<file path="src/rtl/dram_pkg.sv">
// dram_pkg: arbiter state encoding and command constants shared by the DRAM port arbiter.
package dram_pkg;
  typedef enum logic [1:0] {
    A_IDLE   = 2'd0,
    A_ISSUE  = 2'd1,
    A_RDWAIT = 2'd2
  } arb_state_t;
  localparam logic CMD_WRITE = 1'b1;
  localparam logic CMD_READ  = 1'b0;
endpackage

</file>
<file path="src/rtl/dram_port_arbiter_if.sv">
// dram_port_arbiter_if: client-side request/response bus plus the controller user port.
interface dram_port_arbiter_if #(
  parameter int NUM_PORTS    = 4,
  parameter int U_ADDR_WIDTH = 13,
  parameter int U_DATA_WIDTH = 8
);
  logic [NUM_PORTS-1:0]              p_req;
  logic [NUM_PORTS-1:0]              p_cmd;
  logic [NUM_PORTS*U_ADDR_WIDTH-1:0] p_addr;
  logic [NUM_PORTS*U_DATA_WIDTH-1:0] p_wdata;
  logic [NUM_PORTS-1:0]              p_gnt;
  logic [U_DATA_WIDTH-1:0]           p_rdata;
  logic [NUM_PORTS-1:0]              p_rvalid;
  logic [NUM_PORTS-1:0]              p_err;
  logic                              m_en;
  logic                              m_req;
  logic                              m_cmd;
  logic [U_ADDR_WIDTH-1:0]           m_addr;
  logic [U_DATA_WIDTH-1:0]           m_wdata;
  logic [U_DATA_WIDTH-1:0]           m_rdata;
  logic                              m_rvalid;
  logic                              m_ack;
  logic                              m_busy;
  // master is the arbiter; slave is the clients plus the controller around it
  modport master (
    input  p_req, p_cmd, p_addr, p_wdata, m_rdata, m_rvalid, m_ack, m_busy,
    output p_gnt, p_rdata, p_rvalid, p_err, m_en, m_req, m_cmd, m_addr, m_wdata
  );
  modport slave (
    output p_req, p_cmd, p_addr, p_wdata, m_rdata, m_rvalid, m_ack, m_busy,
    input  p_gnt, p_rdata, p_rvalid, p_err, m_en, m_req, m_cmd, m_addr, m_wdata
  );
endinterface

</file>
<file path="src/rtl/dram_rr_picker.sv">
// dram_rr_picker: combinational round-robin selector, scanning from rr_ptr+1 upward.
module dram_rr_picker #(
  parameter int NUM_PORTS     = 4,
  parameter int PORT_ID_WIDTH = $clog2(NUM_PORTS)
) (
  input  logic [NUM_PORTS-1:0]     req,
  input  logic [PORT_ID_WIDTH-1:0] rr_ptr,
  output logic                     found,
  output logic [PORT_ID_WIDTH-1:0] winner
);
  logic [PORT_ID_WIDTH-1:0] idx;
  // walk the scan order backwards so the nearest requester is the last to write
  always_comb begin
    found  = 1'b0;
    winner = '0;
    idx    = '0;
    for (int i = NUM_PORTS; i >= 1; i--) begin
      idx = PORT_ID_WIDTH'((int'(rr_ptr) + i) % NUM_PORTS);
      if (req[idx]) begin
        found  = 1'b1;
        winner = idx;
      end
    end
  end
endmodule

</file>
<file path="src/rtl/dram_port_arbiter.sv">
// dram_port_arbiter: round-robin sharing of one dram_controller user port, one command in flight,
// read data routed back to its owner and a watchdog that errors out stalled commands.
module dram_port_arbiter
  import dram_pkg::*;
#(
  parameter int NUM_PORTS      = 4,
  parameter int U_ADDR_WIDTH   = 13,
  parameter int U_DATA_WIDTH   = 8,
  parameter int TIMEOUT_CYCLES = 64,
  parameter int PORT_ID_WIDTH  = $clog2(NUM_PORTS),
  parameter int TMO_WIDTH      = $clog2(TIMEOUT_CYCLES + 1)
) (
  input  logic                     u_clk,
  input  logic                     u_rst_n,
  dram_port_arbiter_if.master      bus,
  output logic [PORT_ID_WIDTH-1:0] arb_owner,
  output logic                     arb_active
);
  arb_state_t               state, state_nxt;
  logic [PORT_ID_WIDTH-1:0] rr_ptr, owner, winner;
  logic [TMO_WIDTH-1:0]     tmo;
  logic                     found, grant, ack_ev, data_ev, expire;

  dram_rr_picker #(
    .NUM_PORTS    (NUM_PORTS),
    .PORT_ID_WIDTH(PORT_ID_WIDTH)
  ) u_picker (
    .req   (bus.p_req),
    .rr_ptr(rr_ptr),
    .found (found),
    .winner(winner)
  );

  // an ack or read-data event in the expiry cycle takes precedence over the timeout
  always_comb begin
    grant     = state == A_IDLE && found && !bus.m_busy;
    ack_ev    = state == A_ISSUE && bus.m_ack;
    data_ev   = state == A_RDWAIT && bus.m_rvalid;
    expire    = state != A_IDLE && !ack_ev && !data_ev && tmo <= TMO_WIDTH'(1);
    state_nxt = grant ? A_ISSUE :
                ack_ev ? (bus.m_cmd == CMD_READ ? A_RDWAIT : A_IDLE) :
                (data_ev || expire) ? A_IDLE : state;
  end

  always_ff @(posedge u_clk or negedge u_rst_n) begin
    if (!u_rst_n) begin
      state        <= A_IDLE;
      rr_ptr       <= PORT_ID_WIDTH'(NUM_PORTS - 1);
      owner        <= '0;
      tmo          <= '0;
      bus.m_en     <= 1'b0;
      bus.m_req    <= 1'b0;
      bus.m_cmd    <= CMD_READ;
      bus.m_addr   <= '0;
      bus.m_wdata  <= '0;
      bus.p_gnt    <= '0;
      bus.p_rvalid <= '0;
      bus.p_err    <= '0;
      bus.p_rdata  <= '0;
    end else begin
      state        <= state_nxt;
      bus.m_en     <= 1'b1;
      bus.p_gnt    <= grant ? NUM_PORTS'(1) << winner : '0;
      bus.p_rvalid <= data_ev ? NUM_PORTS'(1) << owner : '0;
      bus.p_err    <= expire ? NUM_PORTS'(1) << owner : '0;
      tmo          <= (grant || ack_ev) ? TMO_WIDTH'(TIMEOUT_CYCLES) :
                      (state != A_IDLE && tmo != '0) ? tmo - TMO_WIDTH'(1) : tmo;
      if (grant) begin
        owner       <= winner;
        rr_ptr      <= winner;
        bus.m_req   <= 1'b1;
        bus.m_cmd   <= bus.p_cmd[winner];
        bus.m_addr  <= bus.p_addr[winner*U_ADDR_WIDTH +: U_ADDR_WIDTH];
        bus.m_wdata <= bus.p_wdata[winner*U_DATA_WIDTH +: U_DATA_WIDTH];
      end
      if (ack_ev || expire) bus.m_req <= 1'b0;
      if (data_ev) bus.p_rdata <= bus.m_rdata;
    end
  end

  assign arb_owner  = owner;
  assign arb_active = state != A_IDLE;
endmodule
</file>
<file path="src/flat_wrapper.sv">
// flat-port wrapper written by rule: the top's interface ports become plain ports
module dram_port_arbiter_flat import dram_pkg::*;
#(
  parameter int NUM_PORTS      = 4,
  parameter int U_ADDR_WIDTH   = 13,
  parameter int U_DATA_WIDTH   = 8,
  parameter int TIMEOUT_CYCLES = 64,
  parameter int PORT_ID_WIDTH  = $clog2(NUM_PORTS),
  parameter int TMO_WIDTH      = $clog2(TIMEOUT_CYCLES + 1)
)
  (u_clk, u_rst_n, arb_owner, arb_active, bus_p_req, bus_p_cmd, bus_p_addr, bus_p_wdata, bus_m_rdata, bus_m_rvalid, bus_m_ack, bus_m_busy, bus_p_gnt, bus_p_rdata, bus_p_rvalid, bus_p_err, bus_m_en, bus_m_req, bus_m_cmd, bus_m_addr, bus_m_wdata);
  dram_port_arbiter_if #(.NUM_PORTS(NUM_PORTS), .U_ADDR_WIDTH(U_ADDR_WIDTH), .U_DATA_WIDTH(U_DATA_WIDTH)) bus_i ();
  input  logic u_clk;
  input  logic u_rst_n;
  output logic [PORT_ID_WIDTH-1:0] arb_owner;
  output logic arb_active;
  input wire logic [$bits(bus_i.p_req)-1:0] bus_p_req;
  input wire logic [$bits(bus_i.p_cmd)-1:0] bus_p_cmd;
  input wire logic [$bits(bus_i.p_addr)-1:0] bus_p_addr;
  input wire logic [$bits(bus_i.p_wdata)-1:0] bus_p_wdata;
  input wire logic [$bits(bus_i.m_rdata)-1:0] bus_m_rdata;
  input wire logic [$bits(bus_i.m_rvalid)-1:0] bus_m_rvalid;
  input wire logic [$bits(bus_i.m_ack)-1:0] bus_m_ack;
  input wire logic [$bits(bus_i.m_busy)-1:0] bus_m_busy;
  output wire logic [$bits(bus_i.p_gnt)-1:0] bus_p_gnt;
  output wire logic [$bits(bus_i.p_rdata)-1:0] bus_p_rdata;
  output wire logic [$bits(bus_i.p_rvalid)-1:0] bus_p_rvalid;
  output wire logic [$bits(bus_i.p_err)-1:0] bus_p_err;
  output wire logic [$bits(bus_i.m_en)-1:0] bus_m_en;
  output wire logic [$bits(bus_i.m_req)-1:0] bus_m_req;
  output wire logic [$bits(bus_i.m_cmd)-1:0] bus_m_cmd;
  output wire logic [$bits(bus_i.m_addr)-1:0] bus_m_addr;
  output wire logic [$bits(bus_i.m_wdata)-1:0] bus_m_wdata;
  assign bus_i.p_req = bus_p_req;
  assign bus_i.p_cmd = bus_p_cmd;
  assign bus_i.p_addr = bus_p_addr;
  assign bus_i.p_wdata = bus_p_wdata;
  assign bus_i.m_rdata = bus_m_rdata;
  assign bus_i.m_rvalid = bus_m_rvalid;
  assign bus_i.m_ack = bus_m_ack;
  assign bus_i.m_busy = bus_m_busy;
  assign bus_p_gnt = bus_i.p_gnt;
  assign bus_p_rdata = bus_i.p_rdata;
  assign bus_p_rvalid = bus_i.p_rvalid;
  assign bus_p_err = bus_i.p_err;
  assign bus_m_en = bus_i.m_en;
  assign bus_m_req = bus_i.m_req;
  assign bus_m_cmd = bus_i.m_cmd;
  assign bus_m_addr = bus_i.m_addr;
  assign bus_m_wdata = bus_i.m_wdata;
  dram_port_arbiter #(.NUM_PORTS(NUM_PORTS), .U_ADDR_WIDTH(U_ADDR_WIDTH), .U_DATA_WIDTH(U_DATA_WIDTH), .TIMEOUT_CYCLES(TIMEOUT_CYCLES), .PORT_ID_WIDTH(PORT_ID_WIDTH), .TMO_WIDTH(TMO_WIDTH)) u_core (.u_clk(u_clk), .u_rst_n(u_rst_n), .bus(bus_i), .arb_owner(arb_owner), .arb_active(arb_active));
endmodule
</file>
<file path="config.mk">
export PLATFORM = sky130hd
export DESIGN_NAME = dram_port_arbiter_flat
export DESIGN_NICKNAME = d
export VERILOG_FILES = /design/src/rtl/dram_pkg.sv /design/src/rtl/dram_port_arbiter_if.sv /design/src/rtl/dram_rr_picker.sv /design/src/rtl/dram_port_arbiter.sv /design/src/flat_wrapper.sv
export SDC_FILE = /design/constraint.sdc
export NUM_CORES = 1
export LEC_CHECK = 0
export ABC_CLOCK_PERIOD_IN_PS = 4700
export CORE_AREA = 2 2 88 90
export CTS_BUF_LIST = sky130_fd_sc_hd__clkbuf_16
export CTS_CLUSTER_DIAMETER = 100
export CTS_CLUSTER_SIZE = 14
export DETAILED_ROUTE_END_ITERATION = 10
export DIE_AREA = 0 0 90 92
export GPL_TIMING_DRIVEN = 0
export PLACE_DENSITY = 0.85
export SLEW_MARGIN = 20
export SYNTH_ARGS = -nofsm -noshare
export SYNTH_HDL_FRONTEND = slang
export SYNTH_SLANG_ARGS = --single-unit
</file>
<file path="constraint.sdc">
create_clock -name u_clk -period 4.7 [get_ports u_clk]
set_input_delay 0.94 -clock u_clk [delete_from_list [all_inputs] [get_ports u_clk]]
set_output_delay 0.94 -clock u_clk [all_outputs]
set_load 0.005 [all_outputs]
</file>
==> reports/qor.yml <==
status:
  status: "completed"
drt:
  dr.first_iter.drc_count: 103
  via_count: 3013
  wl_per_cell_um: 16.1
  drc: 0
  ant_nets: 0
  first_pass_iters: 4
  viasPerCell: 5.21
  drt_wl_total_mm: 9.33
yosys:
  ys.flop_type: "dfrtp_1"
  synthesis.nets: 416
  synth_warnings: 0
  synth-edff-count: 0
  synth_cells: 308
  synth.distinct_cells: 43
  async_flop_share_pct: 100
  synth_area_per_cell_um2: 10.4
  ys_seq_area_share_pct: 44.4
  synth_seq_cells: 57
  synthesis.area_um2: 3220
layout:
  ff_latch_area_um2: 1430
  drive_gt1_share_pct: 17.9
  design_area_um2: 5140
  n_fill_cell: 602
  multi_input_area_um2: 1620
  finalNetCount: 579
  postLayoutCoreUtil_pct: 69.0
  antenna_cells: 0
  area_delta_synth_final_pct: 59.7
global_route:
  grt_pass1_wl_mm: 14.8
  grt_max_degree: 40
  grt_pass1_vias: 3085
  grt_overflow_total: 0
  antenna_found_initial: 0
  grt_usage_pct: 22.6
critical_path:
  crit_chain: "clkdlybuf4s50_1, nor2b_1, a21oi_1, o221ai_1, buf_4, buf_2, mux2i_1, o211ai_2"
  cpMaxStageDelayCell: "clkdlybuf4s50_1"
  worstPathArrival_ns: 3.05
  crit_required_ns: 4.90
  startpoint_type: "input port"
  critPathKind: "input port to flip-flop"
  critPathTopFamily: "buffers and inverters"
  critical_path.max_fanout: 10
  cpPeakStageDelay_ns: 0.53
  crit_path_end_kind: "flip-flop"
  path_buf_inv: 3
clocking:
  postCtsResizedCells: 0
  cts_tree: "done"
  cts-root-buf: "clkbuf_16"
  clk_latency_ns: 0.32
  clk_path_buf_depth: 2
  clock_sinks: 57
  htreeDepth: 3
  cts_setup_buffers: 0
  cts_buffers: 9
  postCtsHoldBufs: 0
  clkTransAtPathRegs_ns: 0.05
sta:
  rsz0062_at_grt: "false"
  setup_viol: 0
  fin_ws_ns: 1.85
  min_period_ns: 2.85
  setup_tns_ns: 0
  slew_violations: 0
  hold_viol: 0
  max_slew_margin_pct: 60.1
  skew_ns: 0.00635
  worst_pin_slew_ns: 0.596
  max_freq_mhz: 351
  fin_crit_sh_pct: 60.7
die:
  start_util_pct: 43.2
  ios: 152
  dieArea_um2: 8280
  dieHeight_um: 92
  core_area_um2: 7450
  rows: 32
  die_w_um: 90
placed_design:
  dpl_worst_slack_ns: 1.51
  hpwlAfterDp_mm: 7.15
  place.gp.congestion: 0.791
  place.port_buffers: 151
  dpl-instance-area_um2: 4870
power:
  irDropWorstVdd_uv: 272
  power.density_nw_per_um2: 533
  p_leak_nw: 2.13
flow_run:
  maxCapViolCount: 0
worst_hold_path:
  worstHoldPathType: "input port to asynchronous set/reset pin"
## synth_stat cells (2+ instances only)
cell type   n  area (µm²)
dfrtp_1    55        1380
nand3_1    41         205
clkbuf_1    4        15.0
nor2b_1     4        25.0
mux2_4      2        30.0
buf_6       7        78.8
dfstp_2     2        52.6
ha_1        3        37.5
mux2i_1    23         230
nand2b_1    6        37.5
nor2_1     24        90.1
o211ai_2    9         113
buf_4       2        15.0
nand2_1    30         113
mux2_2     28         315
buf_2       9        45.0
a21oi_1     2        10.0
xor2_1      4        35.0
nand3b_1    2        15.0
nand3_2     5        50.1
nor3_1      4        20.0
o21a_1      3        22.5
o21ai_0     3        15.0
o211ai_1   13        97.6
inv_1       5        18.8
## worst paths after layout
| kind | depth (start not counted) | to | from | slack [ns] |
|---|---|---|---|---|
| worst max-delay path | 8 | u_core.bus.m_addr[4] | bus_p_req[3] | 1.85 |
| worst min-delay path | 1 | u_core.bus.p_rdata[0] | u_rst_n | 0.49 |
| worst max register to register | 7 | u_core.bus.m_addr[4] | u_core.rr_ptr[1] | 2.47 |
| worst min register to register | 2 | u_core.bus.m_addr[4] | u_core.bus.m_addr[4] | 0.50 |
| max in group asynchronous | 2 | u_core.rr_ptr[1] | u_rst_n | 3.67 |
| min in group u_clk | 2 | u_core.bus.m_addr[4] | u_core.bus.m_addr[4] | 0.50 |
## logic make-up (layout without fill, tap and decap cells)
logic type | Yosys count | in the layout | share of synthesized area [%]
and+or+nand+nor | 124 | 124 | 19.2
DFF | 57 | 57 | 44.4
muxes | 53 | 53 | 17.9
AOI/OAI and AO/OA | 38 | 38 | 10.5
buffers and inverters | 27 | 195 | 5.37
xor gates and xnor gates | 5 | 5 | 1.36
adders and majority gates | 3 | 3 | 1.17
other | 1 | 1 | 0.117
## state kept, by name (all words and copies together), names as in the netlist, 4 cells and up
name / cells
u_core.bus.m_addr: 13
u_core.bus.m_wdata: 8
u_core.bus.p_err: 4
u_core.bus.p_gnt: 4
u_core.bus.p_rdata: 8
u_core.bus.p_rvalid: 4
u_core.tmo: 7
## report_power, final
group,internal (W),switching [W],total [W]
clock,0.000349,0.000223,0.000572
sequential,0.000691,0.000134,0.000826
combinational,0.000730,0.000608,0.00134
## layout by cell type (no fill, tap or decap), drive strengths merged, types with 2 or more instances in the layout
cell type,instances
ha,3
inv,5
dfstp,2
a21oi,2
nor3,4
clkbuf,13
buf,20
nand2b,6
nor2b,4
xor2,4
nand2,31
mux2i,23
clkinv,5
mux2,30
o21ai,3
o211ai,22
nand3b,2
clkinvlp,2
clkdlybuf4s50,150
nand3,46
dfrtp,55
nor2,24
o21a,3
or2,2
## metrics by stage
| step | power (W) | hold WS (ns) | cells |
|---|---|---|---|
| floorplan | 0.00157 | 0.483 | 308 |
| global placement | 0.00212 | 0.480 | 561 |
| detailed placement | 0.00217 | 0.488 | 562 |
| CTS | 0.00276 | 0.490 | 578 |
| global route | 0.00291 | 0.499 | 578 |
| finish | 0.00274 | 0.487 | 578 |
## layer usage
metal	track usage, %	routed length [µm]	vias up
li1	-	-	1419
met1	25.2	3550	1445
met3	7.23	796	16
met4	9.74	204	0
met5	0	0	-
met2	39.8	4780	133
## cell type report
type	count	area share, %
timing repair buffer	152	29.8
tap	102	2.48
clock inverter	7	0.731
buffer	22	3.00
sequential	57	27.8
inverter	5	0.365
clock buffer	9	4.38
multi-input combinational	224	31.4
No activity file was read; power rests on OpenSTA's default activity.
